$ cat src/rtl/lc3_cc_pkg.sv
// Shared types and the NZP flag computation for the LC-3 branch-enable unit.
package lc3_cc_pkg;

  typedef logic [2:0] nzp_t;

  localparam nzp_t NZP_RESET = 3'b010;

  // Width-independent: the caller reduces its bus to zero/sign bits.
  function automatic nzp_t calc_nzp(input logic is_zero, input logic sign);
    if (is_zero)   return 3'b010;
    else if (sign) return 3'b100;
    else           return 3'b001;
  endfunction

endpackage

$ cat src/rtl/ben_stat_ctr.sv
// One taken/total statistics counter pair. Both freeze once total saturates,
// which keeps taken <= total. Clear has priority over an increment.
module ben_stat_ctr
  import lc3_cc_pkg::*;
#(
  parameter int CNT_W = 8
) (
  input  logic             clk,
  input  logic             rst_n,
  input  logic             inc,
  input  logic             taken,
  input  logic             clr,
  output logic [CNT_W-1:0] taken_cnt,
  output logic [CNT_W-1:0] total_cnt
);

  localparam logic [CNT_W-1:0] CNT_MAX = '1;

  // Counter pair update: clear, else count until total is all ones.
  always_ff @(posedge clk or negedge rst_n) begin
    if (!rst_n) begin
      taken_cnt <= '0;
      total_cnt <= '0;
    end else if (clr) begin
      taken_cnt <= '0;
      total_cnt <= '0;
    end else if (inc && (total_cnt != CNT_MAX)) begin
      total_cnt <= total_cnt + 1'b1;
      if (taken) taken_cnt <= taken_cnt + 1'b1;
    end
  end

endmodule

$ cat src/rtl/ben_multi_ctx.sv
// LC-3 branch-enable unit with per-context NZP flags, optional same-cycle
// flag forwarding, a one-deep valid/ready result register and per-context
// taken/total statistics.
module ben_multi_ctx
  import lc3_cc_pkg::*;
#(
  parameter int WIDTH  = 16,
  parameter int N_CTX  = 4,
  parameter int BYPASS = 1,
  parameter int CNT_W  = 8,
  localparam int CTXW  = $clog2(N_CTX)
) (
  input  logic             Clk,
  input  logic             Reset_n,
  input  logic [WIDTH-1:0] Bus,
  input  logic             LD_CC,
  input  logic [CTXW-1:0]  CC_Ctx,
  input  logic             Eval_Valid,
  output logic             Eval_Ready,
  input  logic [CTXW-1:0]  Eval_Ctx,
  input  logic [15:0]      IR,
  output logic             BEN,
  output logic             Ben_Valid,
  input  logic             Ben_Ready,
  output logic [CTXW-1:0]  Ben_Ctx,
  input  logic             Clr_Stat,
  input  logic [CTXW-1:0]  Stat_Ctx,
  output logic [CNT_W-1:0] Stat_Taken,
  output logic [CNT_W-1:0] Stat_Total
);

  localparam bit BYP = (BYPASS != 0);

  nzp_t             nzp_q [N_CTX];
  nzp_t             nzp_calc;
  nzp_t             nzp_eff;
  logic             fwd;
  logic             accept;
  logic             ben_next;
  logic [CNT_W-1:0] taken_arr [N_CTX];
  logic [CNT_W-1:0] total_arr [N_CTX];
  logic             unused_ir;

  assign unused_ir = ^{IR[15:12], IR[8:0]};

  assign nzp_calc   = calc_nzp(Bus == '0, Bus[WIDTH-1]);
  assign fwd        = BYP && LD_CC && (CC_Ctx == Eval_Ctx);
  assign nzp_eff    = fwd ? nzp_calc : nzp_q[Eval_Ctx];
  assign ben_next   = |(IR[11:9] & nzp_eff);
  assign Eval_Ready = !Ben_Valid || Ben_Ready;
  assign accept     = Eval_Valid && Eval_Ready;

  // Condition-code registers, one per context.
  always_ff @(posedge Clk or negedge Reset_n) begin
    if (!Reset_n) begin
      for (int i = 0; i < N_CTX; i++) nzp_q[i] <= NZP_RESET;
    end else if (LD_CC) begin
      nzp_q[CC_Ctx] <= nzp_calc;
    end
  end

  // Result register: load on accept, drop valid when drained with nothing new.
  always_ff @(posedge Clk or negedge Reset_n) begin
    if (!Reset_n) begin
      BEN       <= 1'b0;
      Ben_Ctx   <= '0;
      Ben_Valid <= 1'b0;
    end else if (accept) begin
      BEN       <= ben_next;
      Ben_Ctx   <= Eval_Ctx;
      Ben_Valid <= 1'b1;
    end else if (Ben_Ready) begin
      Ben_Valid <= 1'b0;
    end
  end

  for (genvar g = 0; g < N_CTX; g++) begin : g_stat
    ben_stat_ctr #(.CNT_W(CNT_W)) u_ctr (
      .clk       (Clk),
      .rst_n     (Reset_n),
      .inc       (accept && (Eval_Ctx == CTXW'(g))),
      .taken     (ben_next),
      .clr       (Clr_Stat && (Stat_Ctx == CTXW'(g))),
      .taken_cnt (taken_arr[g]),
      .total_cnt (total_arr[g])
    );
  end

  assign Stat_Taken = taken_arr[Stat_Ctx];
  assign Stat_Total = total_arr[Stat_Ctx];

endmodule

$ cat config.mk
export PLATFORM = sky130hd
export DESIGN_NAME = ben_multi_ctx
export DESIGN_NICKNAME = d
export VERILOG_FILES = /design/src/rtl/lc3_cc_pkg.sv /design/src/rtl/ben_stat_ctr.sv /design/src/rtl/ben_multi_ctx.sv
export SDC_FILE = /design/constraint.sdc
export NUM_CORES = 1
export LEC_CHECK = 0
export ABC_AREA = 0
export BUFFER_PORTS_ARGS = -buffer_cell sky130_fd_sc_hd__buf_4
export CORE_MARGIN = 3
export CORE_UTILIZATION = 45
export CTS_BUF_LIST = sky130_fd_sc_hd__clkbuf_16
export DETAILED_ROUTE_END_ITERATION = 12
export SLEW_MARGIN = 0
export SYNTH_ARGS = -nofsm -noshare
export SYNTH_HDL_FRONTEND = slang
export SYNTH_HIERARCHICAL = 1
export SYNTH_SLANG_ARGS = --single-unit
$ cat constraint.sdc
create_clock -name Clk -period 4.35 [get_ports Clk]
set_input_delay 0.87 -clock Clk [delete_from_list [all_inputs] [get_ports Clk]]
set_output_delay 0.87 -clock Clk [all_outputs]
set_load 0.02 [all_outputs]
Word-level counts from Yosys, hierarchy flattened. Index checks and enable logic that the tools add are counted.

Register bits after elaboration: 80. Latch bits: 0. Memory bits (writable): 0. Memory bits (read-only): 0. Output and inout port bits: 21. Word-level logic and storage cells: 113. Memories kept: 0.

Add/subtract/negate cells: 8. Multiply operators: 0. Div/mod/pow operators: 0. Order comparisons: 4. Equal/unequal tests: 11. Shift operators: 0. Multiplexer cells: 37. Bitwise gates (word level): 4. Reductions and logical operators: 34.

Operator list (count): $mux W8 (24); $add A8 B1 Y8 const B (8); $bmux W8 S2 (2); $ne A8 B8 Y1 const B (4); $mux W3 (6); $reduce_bool A2 Y1 (9); $logic_not A16 Y1 (1); $logic_and A1 B1 Y1 (15); $bwmux W12 (1); $ge A3 B3 Y1 const B (3); $not A2 Y3 (3); $eq A2 B2 Y1 const B (4); $reduce_and A2 Y1 (4); $bmux W3 S2 (1); $demux W3 S2 (1); $eq A2 B1 Y1 const B (2); $logic_not A2 Y1 (2); $and A3 B3 Y3 (1); $lt A3 B1 Y1 const B (1); $reduce_or A3 Y1 (1); $eq A2 B2 Y1 (1); $mux W1 (2); $logic_not A1 Y1 (1); $logic_or A1 B1 Y1 (1).

Depth between registers and ports, before layout.
Word-level depth: 10. Depth in mapped cells: 9. Depth with buffers taken out: 8.

Modules after synthesis. Netlist, hierarchy kept.

Modules (own cells, without submodules): ben_stat_ctr (instances 4, cells each 83, area an instance 870.8 um2); ben_multi_ctx (instances 1, cells each 100, area an instance 1302.5 um2).

Worst setup path before layout. No wires, ideal clock.

Kind: input -> register. Start: input port Eval_Ctx[0]. End: register g_stat[0].u_ctr.taken_cnt[6]. Library setup time: 78 ps. Arrival: 3000 ps. Data required time: 4272 ps. Slack: 1272 ps. Stages: 9. Buffers on the path: 1. Path through: buf_6 mux4_2 a31o_1 a22oi_2 o2111ai_2 nand4_2 or2_0 or3_1 a21oi_1.

Longest elaborated chain between the ends: 9.

Ends and longest elaborated chain: start: declaration (RTL line ben_multi_ctx.sv:20) `input logic [CTXW-1:0] Eval_Ctx,`; $not A2 Y3 (implied by the code) (RTL line ben_multi_ctx.sv:48) `assign nzp_eff = fwd ? nzp_calc : nzp_q[Eval_Ctx];`; $bmux W3 S2 (RTL line ben_multi_ctx.sv:48); $mux W3 (implied by the code) (2 in series) (RTL line ben_multi_ctx.sv:48); $mux W3 (*) (RTL line ben_multi_ctx.sv:48); $and A3 B3 Y3 (*) (RTL line ben_multi_ctx.sv:49) `assign ben_next = |(IR[11:9] & nzp_eff);`; $reduce_or A3 Y1 (*) (RTL line ben_multi_ctx.sv:49); net ben_next (RTL line ben_multi_ctx.sv:39) `logic ben_next;`; $reduce_bool A2 Y1 (no line) (*); $reduce_and A2 Y1 (no line) (*); end signal: assignment (RTL line ben_stat_ctr.sv:29) `if (taken) taken_cnt <= taken_cnt + 1'b1;`; end: declaration (RTL line ben_stat_ctr.sv:13) `output logic [CNT_W-1:0] taken_cnt,`.

Mark *: on every way through the listed nets, which the timed path passes. The rest lies on a longest branch. The select of a mux whose other input is x is not followed. A chain may end at the register's enable or synchronous reset.

Worst setup path in the final report. Ends and elaborated chain as after synthesis.

==> run metrics <==
pin count of the biggest net entering global routing 81; sequential area share after synthesis a little over two fifths; CP arrival 3410 ps; Post-Place Cell Area 0.00529 mm²; Setup Buffers After CTS 0; largest family of logic cells by synthesized area simple AND/OR/NAND/NOR gates; slew of the pin with the lowest slew margin approximately 1100 ps; Synth Area in Simple Gates approximately a fifth; initial antenna violation count 0; f_max approximately 0.32 GHz; Remaining Overflow, GRT 0; DRT iter0 DRCs 216; Synth Area in Adders between 2 and 2.5%; number of distinct library cells after synthesis 47; Synth Area in Compound Gates a little under an eighth; Final ANT Viol Nets 0; CP max-delay cell o2111ai_2; Startpoint Class input pin; final setup violation count 0; Yosys reg bits 80; static leakage between 2 and 3 nW; Syn Inst Count 432; Core Rows 37; clock-pin transition on the worst setup and hold timing paths 60 ps; area of the multi-input gates roughly 0.0027 mm²; DR WL/cell about 18 µm; PortBufs a little over 50; Synth-to-Final Area Change 17.0%; global-route wire length before repair roughly 18 mm; fin crit period roughly 3200 ps; share of layout cells above drive strength 1 roughly a quarter; post-CTS resize count 0; Total Power approximately 0.0020 W; Post-synth EDFFs 0; H-tree Lvls 3; CTS tree yes; GRT Total Usage between 10% and 20%; Die Area 0.0119 mm²; Fillers 877; Nets 532; relative max-transition margin 26.7%; Total Neg Setup Slack 0 ps; Max-Cap Viols 0; commonest non-fill, non-tap cells in the layout dfrtp_1, buf_4, nor2_1, xor2_1, o211ai_1; CORE AREA around 0.010 mm²; hold_buf cts 0; Starting Density 46.4%; fin util a little over half; Worst setup EP type register; Die W 109 µm; height of the die roughly 110 µm; clk buf depth 2; kind of critical path in -> reg; Ports 65; most common cell after layout, fill and taps aside dfrtp_1; Max Fanout on Critical Path 17; fin crit share between 70% and 80%; total number of vias between 3k and 4k; pwr dens roughly 360 mW/mm²; final WL ~11 mm; Worst Hold Class reg -> reg; drt drc 0; mux cell area share after synthesis 14.1%; Post-DP HPWL roughly 7.9 mm; Vias/cell 5.81; post-synthesis xor/xnor area fraction between 6 and 7%; Post-Syn Area per Cell between 10 and 15 µm²; status finished, final reports clean; CP Data Required Time roughly 4600 ps; Slew Viols, Final 0; CTS Root Cell clkbuf_16; clock buffer count from CTS 9; clk sinks 80; largest stage delay on the critical path between 700 and 800 ps; worst ir drop on vdd ~280 µV; Setup Skew roughly 5.4 ps; Main synth FF type dfrtp_1; register area roughly 0.002 mm²; Syn Nets 484; FFs w/ async S/R, synth 100%; DR pass1 iterations 4; crit-path cells buf_4 > mux4_2 > a31o_1 > a22oi_2 > o2111ai_2 > nand4_2 > or2_0 > or3_1 > a21oi_1; Final Wtd Congestion roughly 0.8; n_diodes 0; fin area around 0.0056 mm²; vias in the first global route approximately 3.6k; total number of yosys warnings 6; clk_lat worst skew 330 ps; RSZ-0062 raised after global routing false; Final Hold Viols 0; cell area after synthesis ~0.0048 mm²
-- state kept, by name (all words and copies together) (netlist names) --
name and cells:
g_stat.u_ctr/taken_cnt 32, g_stat.u_ctr/total_cnt 32, nzp_q 12, Ben_Ctx 2, BEN 1, Ben_Valid 1
-- kinds of logic after synthesis --
| family | Yosys count |
|---|---|
| flops | 80 |
| xor+xnor | 36 |
| mux | 42 |
| compound gates | 78 |
| buf+inv | 23 |
| fa+ha+maj | 8 |
| simple gates | 165 |
-- stage by stage --
stage                     hold slack, ps  std cells  setup slack [ps]
after floorplan                      457        432              1270
after global placement               470        605               902
after detailed placement             465        605               857
after CTS                            480        621              1170
after global routing                 504        621               994
final                                478        621              1190
-- per-layer routing --
metal / up-vias / track usage (%) / share of wire [%]
met5: - / 0 / 0
met4: 0 / 5.50 / 0.97
met3: 8 / 4.20 / 4.2
met2: 63 / 32.1 / 49
met1: 1773 / 25.9 / 46
li1: 1764 / - / -
-- worst max-delay path: cells and delay by family --
family | cells | cell delay (ps)
compound gates | 4 | 1160
buf+inv | 1 | 160
mux | 1 | 340
simple gates | 3 | 870
-- worst paths after layout --
check / slack, ps / start / depth (start not counted) / to
max: 1190 / Eval_Ctx[0] / 9 / g_stat[0].u_ctr/taken_cnt[6]$_DFFE_PN0P_
min: 480 / Ben_Ctx[0]$_DFFE_PN0P_ / 2 / Ben_Ctx[0]$_DFFE_PN0P_
max reg2reg: 1520 / nzp_q[7]$_DFFE_PN1P_ / 8 / g_stat[0].u_ctr/taken_cnt[6]$_DFFE_PN0P_
min reg2reg: 480 / Ben_Ctx[0]$_DFFE_PN0P_ / 2 / Ben_Ctx[0]$_DFFE_PN0P_
max in group asynchronous: 2990 / Reset_n / 1 / g_stat[3].u_ctr/total_cnt[1]$_DFFE_PN0P_
min in group asynchronous: 710 / Reset_n / 1 / g_stat[1].u_ctr/taken_cnt[6]$_DFFE_PN0P_
-- final cells by class --
class / instances / area share [%]
Clock inverter: 7 / 1.56
Clock buffer: 9 / 4.02
Inverter: 5 / 0.335
Sequential cell: 80 / 35.8
Tap cell: 136 / 3.04
Timing Repair Buffer: 55 / 7.37
Multi-Input combinational cell: 329 / 47.8
-- Yosys cell counts, types with 2 or more instances --
cell type | n | area share, %
and4_1 | 18 | 3.3
nor3b_1 | 2 | 0.31
xnor2_1 | 2 | 0.37
dfrtp_1 | 76 | 40
xor2_1 | 34 | 6.2
ha_1 | 8 | 2.1
mux2_2 | 10 | 2.4
mux4_2 | 19 | 8.9
nor4_1 | 4 | 0.52
nand4_2 | 4 | 1.0
nand2_1 | 12 | 0.94
o31ai_1 | 8 | 1.3
inv_1 | 5 | 0.39
buf_1 | 4 | 0.31
o2111ai_1 | 8 | 1.5
mux2i_1 | 12 | 2.5
o21ai_4 | 4 | 1.4
nand4_4 | 4 | 1.8
nand3_1 | 15 | 1.6
o21ai_0 | 15 | 1.6
or3_1 | 8 | 1.0
nand3b_1 | 2 | 0.31
dfstp_2 | 4 | 2.2
nand4_1 | 9 | 1.2
clkbuf_1 | 7 | 0.55
and3_1 | 9 | 1.2
o211ai_1 | 20 | 3.1
or4_1 | 8 | 1.3
or2_0 | 4 | 0.52
nand3_2 | 4 | 0.84
nor3_1 | 3 | 0.31
nor2_1 | 50 | 3.9
nand2b_1 | 6 | 0.78
a21oi_1 | 16 | 1.7
buf_2 | 6 | 0.63
-- where the power goes --
| part | total, W | leakage [nW] | switching [W] | internal (W) |
|---|---|---|---|---|
| logic | 0.000311 | 1.29 | 0.000163 | 0.000148 |
| registers | 0.000891 | 1.07 | 0.0000833 | 0.000807 |
| clock network | 0.000794 | 0.150 | 0.000296 | 0.000497 |
Power figures use the tool's default switching activity.
